===== config.mk =====
export PLATFORM = sky130hd
export DESIGN_NAME = gshare_predictor_flat
export DESIGN_NICKNAME = d
export VERILOG_FILES = /design/src/rtl/gshare_predictor_if.sv /design/src/rtl/gshare_predictor.sv /design/src/flat_wrapper.sv
export SDC_FILE = /design/constraint.sdc
export NUM_CORES = 1
export LEC_CHECK = 0
export CAP_MARGIN = 30
export CELL_PAD_IN_SITES_DETAIL_PLACEMENT = 1
export CELL_PAD_IN_SITES_GLOBAL_PLACEMENT = 1
export CORE_ASPECT_RATIO = 1.2
export CORE_MARGIN = 2
export CORE_UTILIZATION = 35
export CTS_BUF_LIST = sky130_fd_sc_hd__clkbuf_4 sky130_fd_sc_hd__clkbuf_8
export DETAILED_ROUTE_END_ITERATION = 10
export DONT_BUFFER_PORTS = 1
export HOLD_SLACK_MARGIN = 0.08
export PLACE_DENSITY_LB_ADDON = 0.3
export SYNTH_ARGS = -nofsm -noshare
export SYNTH_HDL_FRONTEND = slang
export SYNTH_SLANG_ARGS = --single-unit

===== constraint.sdc =====
create_clock -name clk -period 14.81 [get_ports clk]
set_clock_uncertainty 0.2 [all_clocks]
set_input_delay 2.2215 -clock clk [delete_from_list [all_inputs] [get_ports clk]]
set_output_delay 2.2215 -clock clk [all_outputs]
set_load 0.02 [all_outputs]

===== src/rtl/gshare_predictor_if.sv =====
// Bundles the fetch request, prediction response, speculative history and EX training/repair signals
// exchanged with the gshare predictor.
interface gshare_predictor_if #(
  parameter int unsigned GHR_WIDTH = 8
) ();

  logic                 init_done;
  logic                 if1_valid;
  logic [31:0]          if1_pc;
  logic                 pred_valid;
  logic                 pred_taken;
  logic [GHR_WIDTH-1:0] pred_idx;
  logic [GHR_WIDTH-1:0] pred_ghr;
  logic                 spec_upd;
  logic                 spec_taken;
  logic                 ex_we;
  logic [GHR_WIDTH-1:0] ex_idx;
  logic                 ex_taken;
  logic                 ex_mispredict;
  logic [GHR_WIDTH-1:0] ex_ghr;

  // Pipeline side: issues requests, history updates and training.
  modport master (
    input  init_done, pred_valid, pred_taken, pred_idx, pred_ghr,
    output if1_valid, if1_pc, spec_upd, spec_taken,
    output ex_we, ex_idx, ex_taken, ex_mispredict, ex_ghr
  );

  // Predictor side.
  modport slave (
    output init_done, pred_valid, pred_taken, pred_idx, pred_ghr,
    input  if1_valid, if1_pc, spec_upd, spec_taken,
    input  ex_we, ex_idx, ex_taken, ex_mispredict, ex_ghr
  );

endinterface


===== src/rtl/gshare_predictor.sv =====
// Gshare direction predictor: speculative GHR, PHT of saturating counters, post-reset sweep clear.
// Define GSHARE_BYPASS_EN to forward a same-cycle training write into the prediction.
module gshare_predictor #(
  parameter int unsigned GHR_WIDTH = 8,
  parameter int unsigned CTR_WIDTH = 2,
  parameter int unsigned PC_LSB    = 2
) (
  input  logic               clk,
  input  logic               rst_n,
  gshare_predictor_if.slave  bp
);

  localparam int unsigned           DEPTH    = 1 << GHR_WIDTH;
  localparam logic [GHR_WIDTH-1:0]  PTR_LAST = '1;
  localparam logic [CTR_WIDTH-1:0]  CTR_MAX  = '1;
  localparam logic [CTR_WIDTH-1:0]  CTR_MIN  = '0;
  localparam logic [CTR_WIDTH-1:0]  WEAK_NT  = CTR_WIDTH'((1 << (CTR_WIDTH - 1)) - 1);

  localparam logic [0:0] S_INIT = 1'b0;
  localparam logic [0:0] S_RUN  = 1'b1;

  logic [0:0]           r_state;
  logic [0:0]           w_state_nxt;
  logic [GHR_WIDTH-1:0] r_ptr;
  logic [GHR_WIDTH-1:0] w_ptr_nxt;
  logic                 w_run;

  logic [CTR_WIDTH-1:0] r_pht [DEPTH];
  logic                 w_pht_we;
  logic [GHR_WIDTH-1:0] w_pht_waddr;
  logic [CTR_WIDTH-1:0] w_pht_wdata;

  logic [GHR_WIDTH-1:0] r_ghr;
  logic [GHR_WIDTH-1:0] w_ghr_nxt;
  logic [GHR_WIDTH-1:0] w_idx;
  logic [CTR_WIDTH-1:0] w_ex_ctr;
  logic [CTR_WIDTH-1:0] w_ex_ctr_upd;
  logic [CTR_WIDTH-1:0] w_pred_ctr;

  logic                 r_init_done;
  logic                 r_pred_valid;
  logic                 r_pred_taken;
  logic [GHR_WIDTH-1:0] r_pred_idx;
  logic [GHR_WIDTH-1:0] r_pred_ghr;

  logic                 w_unused_bits;

  assign w_unused_bits = ^{bp.if1_pc, bp.ex_ghr};

  // State register.
  always_ff @(posedge clk) begin
    if (!rst_n) begin
      r_state <= S_INIT;
      r_ptr   <= '0;
    end else begin
      r_state <= w_state_nxt;
      r_ptr   <= w_ptr_nxt;
    end
  end

  // Next state and PHT write-port arbitration: sweep owns the port in INIT, training in RUN.
  always_comb begin
    w_state_nxt = r_state;
    w_ptr_nxt   = r_ptr;
    w_run       = 1'b0;
    w_pht_we    = 1'b0;
    w_pht_waddr = bp.ex_idx;
    w_pht_wdata = w_ex_ctr_upd;
    case (r_state)
      S_INIT: begin
        w_pht_we    = 1'b1;
        w_pht_waddr = r_ptr;
        w_pht_wdata = WEAK_NT;
        w_ptr_nxt   = r_ptr + GHR_WIDTH'(1);
        if (r_ptr == PTR_LAST) begin
          w_state_nxt = S_RUN;
        end
      end
      S_RUN: begin
        w_run    = 1'b1;
        w_pht_we = bp.ex_we;
      end
      default: begin
        w_state_nxt = S_INIT;
        w_ptr_nxt   = '0;
      end
    endcase
  end

  // Saturating counter update for the entry being trained.
  always_comb begin
    w_ex_ctr     = r_pht[bp.ex_idx];
    w_ex_ctr_upd = w_ex_ctr;
    if (bp.ex_taken) begin
      if (w_ex_ctr != CTR_MAX) begin
        w_ex_ctr_upd = w_ex_ctr + CTR_WIDTH'(1);
      end
    end else begin
      if (w_ex_ctr != CTR_MIN) begin
        w_ex_ctr_upd = w_ex_ctr - CTR_WIDTH'(1);
      end
    end
  end

  assign w_idx = r_ghr ^ bp.if1_pc[PC_LSB+GHR_WIDTH-1:PC_LSB];

`ifdef GSHARE_BYPASS_EN
  assign w_pred_ctr = (w_run && bp.ex_we && (bp.ex_idx == w_idx)) ? w_ex_ctr_upd : r_pht[w_idx];
`else
  assign w_pred_ctr = r_pht[w_idx];
`endif

  // Repair from EX outranks the speculative shift from IF.
  always_comb begin
    w_ghr_nxt = r_ghr;
    if (w_run) begin
      if (bp.ex_mispredict) begin
        w_ghr_nxt = {bp.ex_ghr[GHR_WIDTH-2:0], bp.ex_taken};
      end else if (bp.spec_upd) begin
        w_ghr_nxt = {r_ghr[GHR_WIDTH-2:0], bp.spec_taken};
      end
    end
  end

  always_ff @(posedge clk) begin
    if (w_pht_we && rst_n) begin
      r_pht[w_pht_waddr] <= w_pht_wdata;
    end
  end

  // History, prediction outputs and init flag.
  always_ff @(posedge clk) begin
    if (!rst_n) begin
      r_ghr        <= '0;
      r_init_done  <= 1'b0;
      r_pred_valid <= 1'b0;
      r_pred_taken <= 1'b0;
      r_pred_idx   <= '0;
      r_pred_ghr   <= '0;
    end else begin
      r_ghr        <= w_ghr_nxt;
      r_init_done  <= (r_state == S_RUN);
      r_pred_valid <= w_run && bp.if1_valid;
      if (w_run) begin
        r_pred_taken <= w_pred_ctr[CTR_WIDTH-1];
      end
      if (w_run && bp.if1_valid) begin
        r_pred_idx <= w_idx;
        r_pred_ghr <= r_ghr;
      end
    end
  end

  assign bp.init_done  = r_init_done;
  assign bp.pred_valid = r_pred_valid;
  assign bp.pred_taken = r_pred_taken;
  assign bp.pred_idx   = r_pred_idx;
  assign bp.pred_ghr   = r_pred_ghr;

endmodule


===== src/flat_wrapper.sv =====
// flat-port wrapper written by rule: the top's interface ports become plain ports
module gshare_predictor_flat 
#(
  parameter int unsigned GHR_WIDTH = 8,
  parameter int unsigned CTR_WIDTH = 2,
  parameter int unsigned PC_LSB    = 2
)
  (clk, rst_n, bp_init_done, bp_pred_valid, bp_pred_taken, bp_pred_idx, bp_pred_ghr, bp_if1_valid, bp_if1_pc, bp_spec_upd, bp_spec_taken, bp_ex_we, bp_ex_idx, bp_ex_taken, bp_ex_mispredict, bp_ex_ghr);
  gshare_predictor_if #(.GHR_WIDTH(GHR_WIDTH)) bp_i ();
  input  logic clk;
  input  logic rst_n;
  output wire logic [$bits(bp_i.init_done)-1:0] bp_init_done;
  output wire logic [$bits(bp_i.pred_valid)-1:0] bp_pred_valid;
  output wire logic [$bits(bp_i.pred_taken)-1:0] bp_pred_taken;
  output wire logic [$bits(bp_i.pred_idx)-1:0] bp_pred_idx;
  output wire logic [$bits(bp_i.pred_ghr)-1:0] bp_pred_ghr;
  input wire logic [$bits(bp_i.if1_valid)-1:0] bp_if1_valid;
  input wire logic [$bits(bp_i.if1_pc)-1:0] bp_if1_pc;
  input wire logic [$bits(bp_i.spec_upd)-1:0] bp_spec_upd;
  input wire logic [$bits(bp_i.spec_taken)-1:0] bp_spec_taken;
  input wire logic [$bits(bp_i.ex_we)-1:0] bp_ex_we;
  input wire logic [$bits(bp_i.ex_idx)-1:0] bp_ex_idx;
  input wire logic [$bits(bp_i.ex_taken)-1:0] bp_ex_taken;
  input wire logic [$bits(bp_i.ex_mispredict)-1:0] bp_ex_mispredict;
  input wire logic [$bits(bp_i.ex_ghr)-1:0] bp_ex_ghr;
  assign bp_init_done = bp_i.init_done;
  assign bp_pred_valid = bp_i.pred_valid;
  assign bp_pred_taken = bp_i.pred_taken;
  assign bp_pred_idx = bp_i.pred_idx;
  assign bp_pred_ghr = bp_i.pred_ghr;
  assign bp_i.if1_valid = bp_if1_valid;
  assign bp_i.if1_pc = bp_if1_pc;
  assign bp_i.spec_upd = bp_spec_upd;
  assign bp_i.spec_taken = bp_spec_taken;
  assign bp_i.ex_we = bp_ex_we;
  assign bp_i.ex_idx = bp_ex_idx;
  assign bp_i.ex_taken = bp_ex_taken;
  assign bp_i.ex_mispredict = bp_ex_mispredict;
  assign bp_i.ex_ghr = bp_ex_ghr;
  gshare_predictor #(.GHR_WIDTH(GHR_WIDTH), .CTR_WIDTH(CTR_WIDTH), .PC_LSB(PC_LSB)) u_core (.clk(clk), .rst_n(rst_n), .bp(bp_i));
endmodule

==> impl_metrics.json <==
{
  "outcome": "finished, final reports clean",
  "grt_pass1_vias": 16500,
  "pwr-share-clk_pct": 42.4,
  "dieArea_mm2": 0.0735,
  "path_buf_inv": 3,
  "path_clk_slew_ns": 0.06,
  "cp_slowest_stage_delay_ns": 0.83,
  "wire_per_inst_um": 29.1,
  "path_common_cell": "buf_4",
  "rsz0062_at_grt": "no",
  "start_util_pct": 35.3,
  "worstMarginPinSlew_ns": 1.04,
  "synth-edff-count": 512,
  "grt.total_usage_pct": 21.1,
  "critical_path_required_ns": 14.95,
  "gp_congestion": 0.808,
  "pwr_density_cell_mw_per_mm2": 113,
  "grt_max_degree": 165,
  "vias": 15300,
  "holdBufCountCts": 0,
  "crit_fanout": 101,
  "io_buffers": 0,
  "clkLatencyLatePin_ns": 0.70,
  "synth_top_area_share_pct": 61.6,
  "async_reset_ff_share_pct": 0,
  "dpl.hpwl_um": 46200,
  "irDropWorstVdd_v": 0.0000628,
  "vias_per_cell": 5.82,
  "endpoint_kind": "flip-flop",
  "cts_tree": "done",
  "final.min_clock_period_ns": 6.78,
  "crit_path_start_kind": "input pin",
  "p_int_mw": 2.42,
  "drt-total-wl_um": 76500,
  "synth-seq-area-share_pct": 64.5,
  "antenna_found_initial": 2,
  "nFillCells": 7136,
  "cellLeakagePower_nw": 9.62,
  "slew_headroom_pct": 29.9,
  "setup_tns_ns": 0,
  "fmax_mhz": 148,
  "ys.flop_type": "edfxtp_1",
  "pin_count": 75,
  "htree_levels": 3,
  "num-nets-final": 1686,
  "synthToLayoutAreaGrowth_pct": 10.5,
  "synth_nets": 1675,
  "synth-seq-cells": 548,
  "synth.area.top_cells": "edfxtp_1 62%, mux4_2 12%, nor2_1 4.3%",
  "synth.distinct_cells": 64,
  "power_frac_comb_pct": 3.9,
  "clockBufferDepth": 3,
  "drc": 0,
  "drv_cap": 0,
  "crit_family": "buffers and inverters",
  "num_rows": 107,
  "overflow": 0,
  "die_w_um": 248,
  "synthMuxAreaShare_pct": 18.3,
  "drt-initial-drc-count": 1212,
  "synth_most_common_cell": "edfxtp_1",
  "syn_area_per_cell_um2": 15.4,
  "synth_top_family_by_area": "multiplexers",
  "synthAdderAreaFrac_pct": 0.0501,
  "drtAntennaViolNets": 0,
  "cts_buffers": 86,
  "cts.sinks": 548,
  "die_h_um": 297,
  "post_cts_buffers": 0,
  "hold_class": "reg2reg",
  "yosysTopAreaCell": "edfxtp_1",
  "criticalPathCategory": "in2reg",
  "synth_warnings": 0,
  "dp_worst_setup_slack_ns": 7.56,
  "ctsResizeCount": 0,
  "swShare_pct": 22.2,
  "finalWorstSetupSlack_ns": 8.03,
  "drt_first_pass_iters": 5,
  "synthTopCellsByCount": "512 x edfxtp_1, 288 x nor2_1, 130 x mux4_2, 99 x nand2_1, 92 x mux2i_1",
  "p_switching_uw": 690,
  "synth-compound-area-share_pct": 6.22,
  "path_cells": "nand2_1 > buf_4 > o221ai_1 > o22ai_1 > nor3_1 > nor4_1 > o41ai_2 > a2bb2oi_1 > a21oi_4 > buf_4 > buf_4",
  "coreArea_mm2": 0.0708,
  "synth_area_mm2": 0.0250,
  "synthSimpleGateAreaFrac_pct": 7.64,
  "cp_slowest_cell": "buf_4",
  "clock-root-buffer": "clkbuf_8",
  "period_share_pct": 45.8,
  "setup_viol": 0,
  "drive_gt1_share_pct": 19.6,
  "slew_viol_final": 0,
  "grt_pass1_wl_um": 112000,
  "worstPathArrival_ns": 6.92,
  "seqPwrFrac_pct": 53.7,
  "synthCells": 1618,
  "hold_violations": 0,
  "synth-xor-area-share_pct": 0.601
}
-- final cells by class --
type | count | area, um2 | area share, %
multi-input cells | 943 | 8240 | 29.9
clock buffers | 120 | 1490 | 5.40
well taps | 926 | 1160 | 4.20
repair buffers | 40 | 313 | 1.13
inverters | 10 | 37.5 | 0.136
clock inverters | 39 | 255 | 0.925
flip-flops and latches | 548 | 16100 | 58.3
diodes | 1 | 2.50 | 0.00907
-- cell usage in the layout, fill, tap and decap left out, drive strengths merged, types with 4 or more instances in the layout --
master   instances
a2111oi          5
a211oi           4
a21boi          11
a21oi           40
a22oi           30
a31oi            8
and2             6
buf             40
clkbuf         120
clkinv          33
dfxtp           36
edfxtp         512
inv             13
mux2             7
mux2i           92
mux4           154
nand2           99
nand2b           4
nand3           13
nand4            7
nor2           288
nor2b           10
nor3            14
nor3b            5
nor4             6
o211a           14
o211ai           6
o21ai           16
o221ai          37
o22ai           16
o31ai            4
xnor2            9
xor2             6
-- power groups by stage --
stage | registers, mW | logic (mW) | clock network (mW)
2_1_floorplan | 1.70 | 0.101 | 0
3_3_place_gp | 1.70 | 0.119 | 0
3_5_place_dp | 1.70 | 0.120 | 0
4_1_cts | 1.67 | 0.121 | 1.34
5_1_grt | 1.67 | 0.125 | 1.40
6_report | 1.67 | 0.121 | 1.32
-- per-stage QoR --
stage                     total power [mW]  instance area (um2)  cells  utilization [%]  hold slack [ns]
after CTS                             3.13                27600   2626             39.0            0.301
after global placement                1.82                25800   2466             36.5            0.286
final                                 3.11                27600   2627             39.0            0.303
after detailed placement              1.82                25800   2467             36.5            0.293
after floorplan                       1.80                25000   1618                -            0.267
after global routing                  3.20                27600   2627             39.0            0.330
-- worst paths after layout --
| path | cells past startpoint | endpoint | start | slack (ns) |
|---|---|---|---|---|
| hold reg to reg | 2 | u_core.bp.pred_ghr[7]$_SDFFE_PN0P_ | u_core.r_ghr[7]$_SDFFE_PN0P_ | 0.30 |
| setup / recovery | 11 | u_core.r_pht[136][0]$_DFFE_PP_ | bp_ex_idx[1] | 8.03 |
| setup reg to reg | 10 | u_core.r_pht[136][0]$_DFFE_PP_ | u_core.r_pht[159][0]$_DFFE_PP_ | 9.79 |
| hold / removal | 2 | u_core.bp.pred_ghr[7]$_SDFFE_PN0P_ | u_core.r_ghr[7]$_SDFFE_PN0P_ | 0.30 |
-- state kept, by name, summed over array words and instances (netlist names) --
register,count
u_core.bp.pred_taken,1
u_core.r_state,1
u_core.bp.pred_valid,1
u_core.bp.pred_idx,8
u_core.r_ptr,8
u_core.r_ghr,8
u_core.r_pht,512
u_core.bp.pred_ghr,8
u_core.bp.init_done,1
-- worst reg2reg max path, stage by stage, from the launching register on --
cell       delay (ns)
edfxtp_1         0.37
mux4_2           0.50
a22oi_1          0.28
a21oi_1          0.14
a211o_1          0.31
a211oi_1         0.55
o32ai_1          0.32
a2bb2oi_1        0.23
a21oi_4          0.16
buf_4            0.61
buf_4            0.90
-- per-layer routing --
metal,share of wire (%),GRT usage [%],vias to the layer above,routed length (um)
met5,0.010,0,-,8
met4,3.5,8.41,2,2650
met3,5.9,3.82,145,4490
met2,51,36.6,520,38900
met1,40,25.9,8163,30400
li1,-,-,6449,-
-- kinds of logic after synthesis --
logic type	Yosys count
and+or+nand+nor	462
buffers and inverters	127
AOI/OAI and AO/OA	212
xor gates and xnor gates	15
muxes	253
DFF	548
adders and majority gates	1
Power figures use the tool's default switching activity.
